===== src/rtl/snn_spike_aer_encoder.sv =====
// snn_spike_aer_encoder: serializes each step's spike vector into an ascending-index
// AER event stream with step timestamps and a saturating dropped-step counter.
module snn_spike_aer_encoder #(
    parameter int N   = 96,
    parameter int TSW = 16,
    parameter int DCW = 16,
    localparam int AW = (N > 1) ? $clog2(N) : 1
) (
    input  logic           clk,
    input  logic           rstn,
    input  logic           ts_clear,
    input  logic           step_valid,
    input  logic [N-1:0]   spikes_vec,
    output logic           step_ready,
    output logic           aer_valid,
    input  logic           aer_ready,
    output logic [AW-1:0]  aer_addr,
    output logic [TSW-1:0] aer_ts,
    output logic           aer_last,
    output logic [DCW-1:0] drop_cnt
);

    typedef enum logic {IDLE, SCAN} state_t;

    state_t         state_q, state_d;
    logic [N-1:0]   pend_q, pend_d, pend_clr;
    logic [TSW-1:0] ts_cnt_q, ts_cnt_d, ts_cap_q, ts_cap_d;
    logic [DCW-1:0] drop_q, drop_d;

    assign pend_clr   = pend_q & (pend_q - 1'b1);
    assign step_ready = (state_q == IDLE);
    assign aer_valid  = (state_q == SCAN);
    assign aer_last   = aer_valid && (pend_clr == '0);
    assign aer_ts     = ts_cap_q;
    assign drop_cnt   = drop_q;

    // Scanning downward leaves the lowest set bit as the final winner.
    always_comb begin
        aer_addr = '0;
        for (int i = N - 1; i >= 0; i--)
            if (pend_q[i]) aer_addr = AW'(i);
    end

    always_comb begin
        state_d  = state_q;
        pend_d   = pend_q;
        ts_cnt_d = ts_cnt_q;
        ts_cap_d = ts_cap_q;
        drop_d   = drop_q;
        if (ts_clear) begin
            ts_cnt_d = '0;
            drop_d   = '0;
        end else if (step_valid) begin
            ts_cnt_d = ts_cnt_q + 1'b1;
            if (state_q == IDLE) begin
                pend_d   = spikes_vec;
                ts_cap_d = ts_cnt_q;
                state_d  = (|spikes_vec) ? SCAN : IDLE;
            end else if (drop_q != '1) begin
                drop_d = drop_q + 1'b1;
            end
        end
        if (aer_valid && aer_ready) begin
            pend_d  = pend_clr;
            state_d = aer_last ? IDLE : SCAN;
        end
    end

    always_ff @(posedge clk or negedge rstn) begin
        if (!rstn) begin
            state_q  <= IDLE;
            pend_q   <= '0;
            ts_cnt_q <= '0;
            ts_cap_q <= '0;
            drop_q   <= '0;
        end else begin
            state_q  <= state_d;
            pend_q   <= pend_d;
            ts_cnt_q <= ts_cnt_d;
            ts_cap_q <= ts_cap_d;
            drop_q   <= drop_d;
        end
    end

endmodule

===== config.mk =====
export PLATFORM = sky130hd
export DESIGN_NAME = snn_spike_aer_encoder
export DESIGN_NICKNAME = d
export VERILOG_FILES = /design/src/rtl/snn_spike_aer_encoder.sv
export SDC_FILE = /design/constraint.sdc
export NUM_CORES = 1
export LEC_CHECK = 0
export BUFFER_PORTS_ARGS = -buffer_cell sky130_fd_sc_hd__buf_2
export CAP_MARGIN = 20
export CORE_MARGIN = 2
export CORE_UTILIZATION = 30
export DETAILED_ROUTE_END_ITERATION = 16
export SYNTH_ARGS = -nofsm -noshare
export SYNTH_HDL_FRONTEND = slang
export SYNTH_SLANG_ARGS = --single-unit

===== constraint.sdc =====
create_clock -name clk -period 7.6 [get_ports clk]
set_input_delay 0.38 -clock clk [delete_from_list [all_inputs] [get_ports clk]]
set_output_delay 0.38 -clock clk [all_outputs]
set_load 0.03 [all_outputs]

# == Word-level counts from Yosys, hierarchy flattened ==
# Index checks and enable logic that the tools add are counted.
# op_classes
n_addsub,3
n_eq_ne,3
mux,112
bitwise_logic,3
n_reduce_logical,12
# op_table
op,count
7-bit two-way mux,96
96-bit two-way mux,4
96-bit bitwise AND,1
96-bit logical NOT,1
16-bit two-way mux,6
96-bit OR reduction,1
96-bit by 1-bit subtractor with 96-bit output (second input constant),1
16-bit by 1-bit adder with 16-bit output (second input constant),2
16-bit inequality test (second input constant),1
3-bit AND reduction,3
2-bit nonzero test,4
1-bit two-way mux,6
2-bit by 1-bit inequality test with 1-bit output (second input constant),2
1-bit logical AND,2
1-bit inverter,2
2-bit AND reduction,1
# totals
register_bits,145
input_bits,101
word_cells,138

# == Logic depth before layout (Yosys ltp) ==
# logic_depth
word_depth,96
mapped_depth,12
mapped_depth_nobuf,10

# == Worst setup path after synthesis ==
# No wires, ideal clock.
# synth_path
kind,register to output
startpoint,reg pend_q[47]
endpoint,out aer_last
t_arrival_ns,3.221
setup_slack_ns,3.999
path_stages_with_launch,9
cell_sequence,dfrtp_1 or4_4 or4_4 or4_4 nor2_4 nand2_1 maj3_1 a2111oi_4 and4_4
# synth_between
elab_chain_cells,4
# synth_lines
item,line,rtl
"start, declared",26,"logic [N-1:0] pend_q, pend_d, pend_clr;"
"start signal, assigned",78,pend_q <= pend_d;
96-bit by 1-bit subtractor with 96-bit output,30,assign pend_clr = pend_q & (pend_q - 1'b1);
96-bit bitwise AND (*),30,
96-bit logical NOT (*),33,assign aer_last = aer_valid && (pend_clr == '0);
1-bit logical AND (*),33,
"end, declared",19,"output logic aer_last,"
# Mark *: on every way between the ends. The rest lies on a longest branch, timed or not.

# == Worst setup path in the final report ==
# layout_path
startpoint,reg pend_q[7]
endpoint,out aer_last
# Same word-level chain as after synthesis.

==> results_tabular.tex <==
\begin{tabular}{lr}
\hline
Metric & Value \\
\hline
\multicolumn{2}{l}{\textbf{Worst hold path}} \\
\quad Tightest Hold Check Type & in2async \\
\multicolumn{2}{l}{\textbf{GRT}} \\
\quad Initial antenna violation count & 14 \\
\quad Wire length of the first global-routing pass & $\sim$56 mm \\
\quad Total overflow reported by the global router & 0 \\
\quad Via count of the first global-routing pass & 9403 \\
\quad Total track usage & between 20\% and 30\% \\
\quad Pin count of the biggest net entering global routing & between 90 and 100 \\
\multicolumn{2}{l}{\textbf{Clock network}} \\
\quad Hold-fix buffers, CTS & 0 \\
\quad H-tree Lvls & 4 \\
\quad Setup bufs post-CTS & 0 \\
\quad Count of cells resized by post-cts repair & 0 \\
\quad CTS tree & built \\
\quad Clock transition at the registers of the reported paths & 0.06 ns \\
\quad Number of CTS-inserted buffers & 17 \\
\quad Later-pin clock latency in the skew report & about 0.44 ns \\
\quad Clock Sink Count & 145 \\
\quad Maximum count of clock buffers along a single path & 2 \\
\quad Clock tree root buffer cell & sky130\_fd\_sc\_hd\_\_clkbuf\_16 \\
\multicolumn{2}{l}{\textbf{Yosys}} \\
\quad Leading cell type by number of instances after synthesis & sky130\_fd\_sc\_hd\_\_dfrtp\_1 \\
\quad Flops \& latches, synth & 145 \\
\quad Sequential-to-total area share from yosys stat & approximately 40\% \\
\quad Mean area per synthesized cell & between 8 and 9 µm² \\
\quad Commonest register cell after synthesis & sky130\_fd\_sc\_hd\_\_dfrtp\_1 \\
\quad Share of flip-flops with an asynchronous set or reset after synthesis & between 90\% and 100\% \\
\quad Proportion of netlist area held by the largest area contributor & between 30\% and 40\% \\
\quad Post-synthesis net count & roughly 1200 \\
\quad Synth warnings & 0 \\
\quad Count of distinct cell types in the synthesized netlist & 79 \\
\quad Synth top cells by count & 145 x sky130\_fd\_sc\_hd\_\_dfrtp\_1, 131 x sky130\_fd\_sc\_hd\_\_nand2\_1, 129 x sky130\_fd\_sc\_hd\_\_nor2\_1 \\
\quad Cell types occupying the most area after synthesis & sky130\_fd\_sc\_hd\_\_dfrtp\_1 39\%, sky130\_fd\_sc\_hd\_\_a22o\_1 7.5\%, sky130\_fd\_sc\_hd\_\_o21ai\_0 5.6\% \\
\quad Synth Instances & roughly 1100 \\
\quad Number of flops mapped to enable cells by yosys & 0 \\
\quad Mapped cell area & slightly above 9000 µm² \\
\quad Cell taking the most area after synthesis & sky130\_fd\_sc\_hd\_\_dfrtp\_1 \\
\multicolumn{2}{l}{\textbf{Routing}} \\
\quad Via count & 9584 \\
\quad WL/cell & approximately 22 µm \\
\quad Detailed Routing Iterations Pass 1 & 5 \\
\quad Drt total wl & between 30 and 40 mm \\
\quad Ratio of routed vias to standard cells & a little under 6 \\
\quad Total DRC errors in the routed layout & 0 \\
\quad Number of nets with antenna violations after routing & 0 \\
\quad Initial DRC Count & 984 \\
\multicolumn{2}{l}{\textbf{Power}} \\
\quad Maximum ir drop on the vdd rail & 160 µV \\
\quad Power Total & 3.46 mW \\
\quad Static leakage & 4.78 nW \\
\quad Areal power density over the cells & between 300 and 400 nW/µm² \\
\multicolumn{2}{l}{\textbf{Place}} \\
\quad Count of buffers inserted at the top-level ports & 142 \\
\quad Routability congestion estimate from global placement & roughly 0.95 \\
\quad HPWL Detailed & 26.6 mm \\
\quad DP Area & around 10000 µm² \\
\multicolumn{2}{l}{\textbf{Worst setup path}} \\
\quad Signal arrival time at the worst endpoint & between 4 and 5 ns \\
\quad Critical path peak fanout & 15 \\
\quad CP Launch Type & register \\
\quad R2r startpoint & pend\_q[7]\$\_DFFE\_PN0P\_ \\
\quad Slack of the worst reg-to-reg path & about 3.2 ns \\
\quad CP endpoint kind & output pin \\
\quad Worst setup path startpoint & pend\_q[7]\$\_DFFE\_PN0P\_ \\
\quad Capture point of the worst reg-to-reg path & aer\_valid\$\_DFFE\_PN0P\_ \\
\quad Type of the worst setup path & reg2out \\
\quad Critical Path End & aer\_last \\
\quad Cell with the largest stage delay on the worst path & sky130\_fd\_sc\_hd\_\_and2\_0 \\
\quad Required arrival time at the worst endpoint & approximately 7.2 ns \\
\quad Cells along the critical path & nor4\_4 > and3\_1 > and2\_0 > nand4\_1 > a2111oi\_0 > o2111ai\_1 > nor4\_1 > and4\_4 > buf\_2 \\
\quad CP peak stage delay & roughly 0.70 ns \\
\quad Logic depth of the worst register-to-register path & 9 \\
\multicolumn{2}{l}{\textbf{Timing}} \\
\quad Pin slew with the least headroom to its limit & 0.962 ns \\
\quad Skew final & roughly 0.011 ns \\
\quad Normalized max-slew margin & around a third \\
\quad Hold Vio Cnt, Final & 6 \\
\quad Achievable frequency & $\sim$190 MHz \\
\quad Total count of max-transition violations in the final report & 0 \\
\quad Setup violation total in the final timing report & 0 \\
\quad Post-route fraction of the period consumed by the critical path & 68.8\% \\
\quad Setup repair after global routing missed its margin & no \\
\quad Sum of negative setup slack & 0 ns \\
\quad Smallest hold slack & -0.0146 ns \\
\quad Final critical delay including setup and external delays & $\sim$5.2 ns \\
\multicolumn{2}{l}{\textbf{Cells and area}} \\
\quad Net count, final & about 1300 \\
\quad Post-route cell area & between 10000 and 15000 µm² \\
\quad Ratio of cells with drive above 1 in the final layout & a little under a fifth \\
\quad Area growth from synthesis to layout & 17.0\% \\
\multicolumn{2}{l}{\textbf{Die}} \\
\quad Row Count & 64 \\
\quad Horiz. Die Dim & 180 µm \\
\quad Die Area & $\sim$32000 µm² \\
\quad Placeable core region & a little over 30000 µm² \\
\quad Vertical die dimension & $\sim$180 µm \\
\quad I/O pin count & roughly 140 \\
\quad Effective utilization at floorplan & a little under a third \\
\multicolumn{2}{l}{\textbf{Job}} \\
\quad Max-cap violations & 0 \\
\multicolumn{2}{l}{\textbf{Outcome}} \\
\quad Outcome & finished with violations \\
\quad Failing checks & negative hold slack \\
\hline
\end{tabular}
[power breakdown]
part	leakage [nW]	total (mW)	internal [mW]	switching, mW
registers	1.96	1.14	0.887	0.257
clock network	0.301	0.909	0.554	0.355
logic	2.52	1.41	0.510	0.902
[per-stage QoR]
stage               setup slack, ns  hold WS (ns)  instances  utilization (%)
floorplan                      4.00        0.0844       1124                -
detailed placement             2.93         0.457       1594             33.5
CTS                            2.44        0.0669       1626             35.6
finish                         2.37       -0.0146       1635             35.6
global placement               3.12         0.457       1594             33.5
global route                   2.08        0.0702       1631             35.6
[kinds of logic after synthesis]
family / Yosys count / share of synthesized area, %
buf+inv: 107 / 5.12
flops: 145 / 38.9
mux: 2 / 0.215
compound gates: 334 / 24.6
xor+xnor: 27 / 2.54
fa+ha+maj: 5 / 0.591
simple gates: 504 / 28.0
[sequential cells by signal (all words and copies together) (netlist names)]
signal,count
aer_ts,16
aer_valid,1
drop_cnt,16
pend_q,96
ts_cnt_q,16
[layout by cell type, fill, tap and decap left out, types with 8 or more instances in the layout]
cell | netlist | routed
sky130_fd_sc_hd__a21oi_1 | 51 | 51
sky130_fd_sc_hd__a22o_1 | 80 | 80
sky130_fd_sc_hd__and3_1 | 10 | 9
sky130_fd_sc_hd__buf_2 | 2 | 141
sky130_fd_sc_hd__buf_4 | 2 | 11
sky130_fd_sc_hd__clkbuf_16 | 0 | 17
sky130_fd_sc_hd__dfrtp_1 | 145 | 145
sky130_fd_sc_hd__diode_2 | 0 | 9
sky130_fd_sc_hd__inv_1 | 28 | 28
sky130_fd_sc_hd__nand2_1 | 131 | 129
sky130_fd_sc_hd__nand3_1 | 39 | 39
sky130_fd_sc_hd__nand4_1 | 24 | 24
sky130_fd_sc_hd__nor2_1 | 129 | 129
sky130_fd_sc_hd__nor3_1 | 31 | 31
sky130_fd_sc_hd__nor4_1 | 61 | 60
sky130_fd_sc_hd__nor4_2 | 7 | 8
sky130_fd_sc_hd__o21ai_0 | 105 | 105
sky130_fd_sc_hd__o31ai_1 | 16 | 16
sky130_fd_sc_hd__or3_1 | 14 | 14
sky130_fd_sc_hd__or4_1 | 15 | 15
sky130_fd_sc_hd__xor2_1 | 20 | 20
[worst max-delay path: cells and delay by family (launching register included)]
kind,cells,cell delay [ns]
AO/OA/AOI/OAI,2,0.84
buffers and inverters,1,0.20
flip-flops,1,0.48
AND/OR/NAND/NOR,6,2.88
[area by class of cell]
type                            count  area [µm²]
Fill cell                        3224       19700
Multi-Input combinational cell    872        5230
Sequential cell                   145        3630
Timing Repair Buffer              153         800
Tap cell                          396         495
Clock buffer                       21         440
Clock inverter                     11         178
Inverter                           28         105
Antenna cell                        9        22.5
[per-layer routing]
metal  GRT usage (%)  routed length (µm)
met1            29.7               16200
met3            6.85                2970
met2            32.7               15600
met4            9.29                1430
met5               0                  56
[worst min-delay path by stage]
| stage | startpoint | end | slack [ns] |
|---|---|---|---|
| detailed placement | aer_ts[13]$_DFFE_PN0P_ | aer_ts[13]$_DFFE_PN0P_ | 0.46 |
| CTS | rstn | aer_ts[14]$_DFFE_PN0P_ | 0.07 |
| global route | rstn | aer_ts[14]$_DFFE_PN0P_ | 0.07 |
| finish | rstn | aer_ts[14]$_DFFE_PN0P_ | -0.01 |
| floorplan | rstn | aer_ts[0]$_DFFE_PN0P_ | 0.08 |
| global placement | aer_ts[13]$_DFFE_PN0P_ | aer_ts[13]$_DFFE_PN0P_ | 0.46 |
Power figures use the tool's default switching activity.
